$ cat config.mk
export PLATFORM = sky130hd
export DESIGN_NAME = simon_seq_ctrl
export DESIGN_NICKNAME = d
export VERILOG_FILES = /design/src/rtl/simon_seq_ctrl.sv
export SDC_FILE = /design/constraint.sdc
export NUM_CORES = 1
export LEC_CHECK = 0
export BUFFER_PORTS_ARGS = -buffer_cell sky130_fd_sc_hd__buf_2
export CAP_MARGIN = 40
export CORE_ASPECT_RATIO = 0.8
export CORE_MARGIN = 10
export CORE_UTILIZATION = 49
export CTS_CLUSTER_SIZE = 16
export DETAILED_ROUTE_END_ITERATION = 8
export GPL_TIMING_DRIVEN = 0
export PLACE_DENSITY = 0.75
export SLEW_MARGIN = 30
export SYNTH_ARGS = -nofsm -noshare
export SYNTH_HDL_FRONTEND = slang
export SYNTH_SLANG_ARGS = --single-unit
export TNS_END_PERCENT = 5
$ cat constraint.sdc
create_clock -name clk -period 2.55 [get_ports clk]
set_input_delay 0.1275 -clock clk [delete_from_list [all_inputs] [get_ports clk]]
set_output_delay 0.1275 -clock clk [all_outputs]
set_load 0.01 [all_outputs]
$ cat src/rtl/simon_seq_ctrl.sv
// Simon game sequencer: grows the colour sequence one entry per round, plays it back
// on the LEDs at tick-paced timing and checks the player's presses against memory.
module simon_seq_ctrl #(
    parameter int N_ELEMENTS    = 64,
    parameter int ADDR_WIDTH    = 6,
    parameter int DATA_WIDTH    = 4,
    parameter int ON_TICKS      = 4,
    parameter int OFF_TICKS     = 2,
    parameter int TIMEOUT_TICKS = 40
) (
    input  logic                  clk,
    input  logic                  rst,
    input  logic                  start,
    input  logic                  tick,
    input  logic [1:0]            rnd,
    input  logic                  btn_valid,
    input  logic [DATA_WIDTH-1:0] btn,
    output logic [ADDR_WIDTH-1:0] mem_r_addr,
    input  logic [DATA_WIDTH-1:0] mem_r_data,
    output logic [ADDR_WIDTH-1:0] mem_w_addr,
    output logic [DATA_WIDTH-1:0] mem_w_data,
    output logic                  mem_w_en,
    output logic [DATA_WIDTH-1:0] led,
    output logic [ADDR_WIDTH:0]   level,
    output logic                  busy,
    output logic                  await_input,
    output logic                  game_over,
    output logic                  win
);

    localparam int MAX_T = (TIMEOUT_TICKS > ON_TICKS)
                         ? ((TIMEOUT_TICKS > OFF_TICKS) ? TIMEOUT_TICKS : OFF_TICKS)
                         : ((ON_TICKS > OFF_TICKS) ? ON_TICKS : OFF_TICKS);
    localparam int CW = $clog2(MAX_T + 1);
    localparam int LW = ADDR_WIDTH + 1;

    localparam logic [CW-1:0]         ON_LAST  = CW'(ON_TICKS - 1);
    localparam logic [CW-1:0]         OFF_LAST = CW'(OFF_TICKS - 1);
    localparam logic [CW-1:0]         TO_LAST  = CW'(TIMEOUT_TICKS - 1);
    localparam logic [CW-1:0]         ONE_C    = 1;
    localparam logic [ADDR_WIDTH-1:0] ONE_A    = 1;
    localparam logic [LW-1:0]         ONE_L    = 1;
    localparam logic [LW-1:0]         LVL_MAX  = LW'(N_ELEMENTS);
    localparam logic [DATA_WIDTH-1:0] ONE_D    = 1;

    typedef enum logic [2:0] {
        S_IDLE, S_ADD, S_PLAY_ON, S_PLAY_OFF, S_WAIT_IN, S_FAIL, S_WIN
    } state_t;

    state_t                state, state_n;
    logic [LW-1:0]         level_n;
    logic [ADDR_WIDTH-1:0] idx, idx_n;
    logic [CW-1:0]         tick_cnt, cnt_n;
    logic                  blink, blink_n;
    logic                  last, btn_match;

    assign mem_r_addr = idx;
    assign mem_w_addr = level[ADDR_WIDTH-1:0];
    assign mem_w_data = ONE_D << rnd;

    // Stored colours are one-hot, but a zero or multi-hot press must never match.
    assign last      = ({1'b0, idx} == (level - ONE_L));
    assign btn_match = (btn == mem_r_data) && (btn != '0)
                     && ((btn & (btn - ONE_D)) == '0);

    always_ff @(posedge clk) begin
        if (rst) begin
            state    <= S_IDLE;
            level    <= '0;
            idx      <= '0;
            tick_cnt <= '0;
            blink    <= 1'b0;
        end else begin
            state    <= state_n;
            level    <= level_n;
            idx      <= idx_n;
            tick_cnt <= cnt_n;
            blink    <= blink_n;
        end
    end

    always_comb begin
        state_n     = state;
        level_n     = level;
        idx_n       = idx;
        cnt_n       = tick_cnt;
        blink_n     = blink;
        led         = '0;
        mem_w_en    = 1'b0;
        busy        = 1'b0;
        await_input = 1'b0;
        game_over   = 1'b0;
        win         = 1'b0;
        case (state)
            S_IDLE, S_FAIL, S_WIN: begin
                if (state == S_FAIL) begin
                    game_over = 1'b1;
                    led       = '1;
                end
                if (state == S_WIN) begin
                    win = 1'b1;
                    led = blink ? '0 : '1;
                    if (tick) blink_n = ~blink;
                end
                if (start) begin
                    level_n = '0;
                    state_n = S_ADD;
                end
            end
            S_ADD: begin
                busy     = 1'b1;
                mem_w_en = 1'b1;
                level_n  = level + ONE_L;
                idx_n    = '0;
                cnt_n    = '0;
                state_n  = S_PLAY_ON;
            end
            S_PLAY_ON: begin
                busy = 1'b1;
                led  = mem_r_data;
                if (tick) begin
                    if (tick_cnt == ON_LAST) begin
                        cnt_n   = '0;
                        state_n = S_PLAY_OFF;
                    end else begin
                        cnt_n = tick_cnt + ONE_C;
                    end
                end
            end
            S_PLAY_OFF: begin
                busy = 1'b1;
                if (tick) begin
                    if (tick_cnt == OFF_LAST) begin
                        cnt_n = '0;
                        if (last) begin
                            idx_n   = '0;
                            state_n = S_WAIT_IN;
                        end else begin
                            idx_n   = idx + ONE_A;
                            state_n = S_PLAY_ON;
                        end
                    end else begin
                        cnt_n = tick_cnt + ONE_C;
                    end
                end
            end
            S_WAIT_IN: begin
                await_input = 1'b1;
                // A press takes priority over a coincident tick and restarts the timeout.
                if (btn_valid) begin
                    led = btn;
                    if (btn_match) begin
                        cnt_n = '0;
                        if (last) begin
                            if (level == LVL_MAX) begin
                                blink_n = 1'b0;
                                state_n = S_WIN;
                            end else begin
                                state_n = S_ADD;
                            end
                        end else begin
                            idx_n = idx + ONE_A;
                        end
                    end else begin
                        state_n = S_FAIL;
                    end
                end else if (tick) begin
                    if (tick_cnt == TO_LAST) begin
                        cnt_n   = '0;
                        state_n = S_FAIL;
                    end else begin
                        cnt_n = tick_cnt + ONE_C;
                    end
                end
            end
            default: state_n = S_IDLE;
        endcase
    end

endmodule
After elaboration in Yosys (flattened, before gate mapping)
Index checks and enable logic that the tools add are counted.
{ "word_totals": {"register_bits": 23, "inputBits": 15, "out_inout_bits": 32, "word_cells": 107} }
{ "op_classes": {"addsub": 5, "eq_ne": 28, "n_shift": 1, "muxes": 50, "bitwise_logic": 2, "reduce_logical": 16} }
{ "op_table": {"columns": ["cell", "count"], "rows": [
  ["6-bit 2-to-1 mux", 14],
  ["3-bit 2-to-1 mux", 12],
  ["2-bit inequality test, second input constant", 12],
  ["6-bit case mux with 4 select lines", 1],
  ["6-bit case mux with 3 select lines", 1],
  ["4-bit 2-to-1 mux", 4],
  ["3-bit case mux with 5 select lines", 1],
  ["7-bit case mux with 2 select lines", 1],
  ["1-bit 2-to-1 mux", 13],
  ["6-bit by 1-bit adder with 6-bit output, second input constant", 2],
  ["4-bit case mux with 3 select lines", 1],
  ["3-bit equality test, second input constant", 3],
  ["3-bit inequality test, second input constant", 3],
  ["8-bit AND reduction", 1],
  ["4-bit nonzero test", 2],
  ["7-bit by 1-bit adder with 7-bit output, second input constant", 1],
  ["6-bit by 7-bit equality test with 1-bit output", 1],
  ["7-bit equality test, second input constant", 1],
  ["7-bit 2-to-1 mux", 1],
  ["7-bit AND reduction", 1],
  ["7-bit by 1-bit subtractor with 7-bit output, second input constant", 1],
  ["3-bit by 2-bit equality test with 1-bit output, second input constant", 2],
  ["6-bit by 1-bit equality test with 1-bit output, second input constant", 1],
  ["6-bit by 2-bit equality test with 1-bit output, second input constant", 1],
  ["other kinds (18)", 21]
]} }

Depth between registers and ports, before layout
{ "logic_depth": {"depth_word": 7, "ltp_mapped": 9} }

Worst setup path after synthesis
OpenSTA, ideal clock, no wires.
{ "synth_timing": {"path_type": "register -> register", "from": "reg level[0]", "to": "reg state[1]", "arrival_time_ps": 2348, "path_slack_ps": 85, "path_stages_with_launch": 10, "n_path_buf": 1, "synth_period_minus_slack_ps": 2465, "path_cell_list": "dfxtp_1 clkbuf_1 inv_1 ha_1 nor2b_1 or3_1 a31o_2 nor3_1 a311oi_1 a31o_2"} }
{ "synth_between": {"elab_chain_cells": 6} }
{ "synth_lines": {"columns": ["item", "line_no", "rtl"], "rows": [
  ["from (decl)", "24", "output logic [ADDR_WIDTH:0] level,"],
  ["from (signal assigned)", "75", "level <= level_n;"],
  ["7-bit by 1-bit subtractor with 7-bit output or 7-bit equality test (tied branches)", "62, 155", null],
  ["6-bit by 7-bit equality test with 1-bit output or 3-bit 2-to-1 mux (tied branches)", "62, 155", null],
  ["3-bit 2-to-1 mux, on equally long branches", "135, 154", null],
  ["3-bit 2-to-1 mux, on equally long branches", "133, 152", null],
  ["3-bit 2-to-1 mux, on equally long branches", "132, 150", null],
  ["3-bit case mux with 5 select lines", "94", "case (state)"],
  ["to (signal assigned)", "74", "state <= state_n;"],
  ["to (decl)", "50", "state_t state, state_n;"]
]} }
Parallel ways exist; a longest one is shown, timed or not. The select of a mux whose other input is x is not followed.
A chain may end at the register's enable or synchronous reset.

Final worst setup path
{ "layout_timing": {"from": "reg level[0]", "to": "reg idx[1], in the netlist mem_r_addr[1]"} }
{ "layout_between": {"elab_chain_cells": 6} }
{ "layout_lines": {"columns": ["item", "line_no", "rtl"], "rows": [
  ["7-bit by 1-bit subtractor with 7-bit output (*)", "62", "assign last = ({1'b0, idx} == (level - ONE_L));"],
  ["6-bit by 7-bit equality test with 1-bit output (*)", "62", null],
  ["6-bit 2-to-1 mux", "135", "if (last) begin"],
  ["6-bit 2-to-1 mux", "133", "if (tick_cnt == OFF_LAST) begin"],
  ["6-bit 2-to-1 mux", "132", "if (tick) begin"],
  ["6-bit case mux with 3 select lines", "94", null],
  ["to (signal assigned)", "76", "idx <= idx_n;"],
  ["to (decl)", "52", "logic [ADDR_WIDTH-1:0] idx, idx_n;"]
]} }
Every way passes the cells marked *; elsewhere a longest branch is shown, timed or not. The select of a mux whose other input is x is not followed.

==> flow_metrics.tcl <==
set metrics [dict create \
    crit_type "register to register" \
    yosys.area.top_type "dfxtp_1" \
    setup_viol 0 \
    cp_data_required_time_ns 2.74 \
    end_kind "register" \
    numPortBuffers 46 \
    dp_hpwl_um 4250 \
    arrival_ns 2.61 \
    final_common_cell "buf_2" \
    first_iter_violations 182 \
    synth.distinct_cells 58 \
    drc 0 \
    synth_compound_area_share_pct 27.1 \
    dpl.cell_count 364 \
    antenna_found_initial 0 \
    netlist_area_um2 1950 \
    worstMarginPinSlew_ns 0.534 \
    placed_cell_area_um2 2250 \
    io_pins 47 \
    maxSlewHeadroom_pct 64.1 \
    yosysWarnings 0 \
    numClockSinks 23 \
    grt_max_degree 14 \
    crit_chain "inv_1, ha_1, nor2b_1, or3_1, a31o_2, nor4_4, nor2_1, o32ai_1" \
    hold_depth 3 \
    synthTopCellsByArea "dfxtp_1 (24%), a21oi_1 (6.2%), o21ai_0 (4.6%), nor2_1 (4.4%), ha_1 (3.9%)" \
    postLayoutCoreUtil_pct 60.9 \
    ys_ff_latch 23 \
    finalInstanceArea_um2 2330 \
    rsz0062_at_grt "yes" \
    busiest_layer "met2" \
    vias 2151 \
    start_kind "register" \
    h-tree-depth 1 \
    core_area_um2 3830 \
    gr-total-overflow 0 \
    synth_mux_area_share_pct 0.513 \
    critPathTopFamily "simple AND/OR/NAND/NOR gates" \
    clock.fmax_mhz 413 \
    grt_pass1_vias 1962 \
    skew_ns 0.00257 \
    grt_use_met1_pct 21.1 \
    initial_utilization_pct 50.9 \
    areaGrowthSynthToFinish_pct 19.6 \
    fin_ws_ns 0.130 \
    maxCapViolations 0 \
    post_cts_buffers 0 \
    die_area_um2 6920 \
    synth_top_area_share_pct 23.6 \
    ys_seq_area_share_pct 23.6 \
    clk_latency_ns 0.28 \
    fill_cells 373 \
    synthSimpleGateAreaFrac_pct 34.0 \
    layout.nets 335 \
    status "finished clean" \
    final_cell_count_no_fill 368 \
    die_width_um 90.5 \
    diodes 0 \
    cp.depth 8 \
    synth_xor_xnor_area_share_pct 4.04 \
    worstPathMaxFanout 10 \
    r2r_cells 8 \
    synth_adder_area_share_pct 3.85 \
    power.density_nw_per_um2 674 \
    synth_top_family_by_area "simple AND/OR/NAND/NOR gates" \
    grt_use_met2_pct 24.2 \
    drtAntennaViolNets 0 \
    clockBufferDepth 2 \
    vias_per_cell 5.85 \
    leakage_uw 0.000995 \
    holdWs_ns 0.188 \
    track_usage_pct 15.7 \
    min_path_type "input pin to register" \
    root_buffer "clkbuf_8" \
    routed_wirelength_um 5560 \
    place_congestion 0.924 \
    async_flop_share_pct 0 \
    synth_edf_count 0 \
    grt_pass1_wl_um 9470 \
    vdd.ir_drop.worst_mv 0.299 \
    crit_buf_inv 1 \
    timing.final.crit_share_pct 94.9 \
    cp_slowest_cell "dfxtp_2" \
    drt-pass1-iter-count 4 \
    wl_per_cell_um 15.1 \
    post-route-min-period_ns 2.42 \
    drive_gt1_share_pct 24.0 \
    pre_cts_slack_ns -0.361 \
    grtUsageMet3_pct 3.84 \
    synthesis.nets 284 \
    path_clk_slew_ns 0.09 \
    fp.dieH_um 76.4 \
    syn_inst 263 \
    numCtsBuffers 3 \
    mostFrequentLayoutCells "buf_2 (48), a21oi_1 (24), nor2_1 (23), dfxtp_1 (21), o21ai_0 (18)" \
    cts_tree "done" \
    synth-main-ff-cell "dfxtp_1" \
    finalMaxSlewViolations 0 \
    synth_area_per_cell_um2 7.41 \
    rows 20 \
    report.final.hold_viol_count 0 \
    max_stage_delay_ns 0.45 \
]
repair_timing:
item                       in CTS  in global routing
gates resized for setup         2                  5
setup endpoints to repair       7                 11
hold buffers                    0                  0
kinds of logic after synthesis:
logic type      count (synthesis)
fa+ha+maj                       6
mux                             1
xor+xnor                        9
simple gates                  114
compound gates                 81
buf+inv                        29
flops                          23
metrics by stage:
step	total power (uW)	setup TNS, ns
floorplan	1060	0
global placement	1270	-1.04
detailed placement	1290	-1.24
CTS	1540	0
global route	1720	-0.110
finish	1570	0
worst reg2reg max path: cells and delay by family (launching register included):
| family | cells | cell delay (ns) |
|---|---|---|
| buffers and inverters | 1 | 0.09 |
| and+or+nand+nor | 4 | 1.03 |
| DFF | 1 | 0.45 |
| adders and majority gates | 1 | 0.25 |
| AOI/OAI and AO/OA | 2 | 0.51 |
synthesized netlist by cell type, drive strengths merged (3+ instances only):
master / instances
a211oi: 3
a21oi: 24
a221o: 4
a31oi: 5
and2: 5
and3: 5
buf: 8
clkbuf: 9
dfxtp: 23
ha: 6
inv: 11
nand2: 15
nand2b: 5
nand3: 9
nand3b: 5
nor2: 25
nor2b: 10
nor3: 8
nor4: 5
o211ai: 4
o21ai: 18
or3: 6
or4: 4
xnor2: 5
xor2: 4
flip-flops by register name, summed over array words and instances, names as in the netlist:
register,flops
level,7
blink,1
tick_cnt,6
state,3
mem_r_addr,6
where the power goes:
part / switching, uW / internal, uW / total [uW]
Combinational: 541 / 338 / 879
Clock: 131 / 110 / 241
Sequential: 57.4 / 394 / 451
Total: 730 / 842 / 1570
worst paths after layout:
path                    to  slack, ns         from
min reg2reg    tick_cnt[1]       0.49  tick_cnt[1]
max          mem_r_addr[1]       0.13     level[0]
max reg2reg  mem_r_addr[1]       0.13     level[0]
min          mem_r_addr[3]       0.19          rst
cell type report:
class                           instances  area [um2]  area share (%)
Sequential cell                        23         463            19.8
Clock buffer                            3        41.3            1.77
Buffer                                 16        86.3            3.70
Multi-Input combinational cell        211        1390            59.5
Inverter                               12        45.0            1.93
Clock inverter                          1        5.00           0.215
Timing Repair Buffer                   47         235            10.1
Tap cell                               55        68.8            2.95
layer usage:
layer	share of wire [%]	vias up
met2	48	53
met3	5.7	5
li1	-	1083
met1	45	1010
met4	0.72	0
met5	0	-
Power figures use the tool's default switching activity.
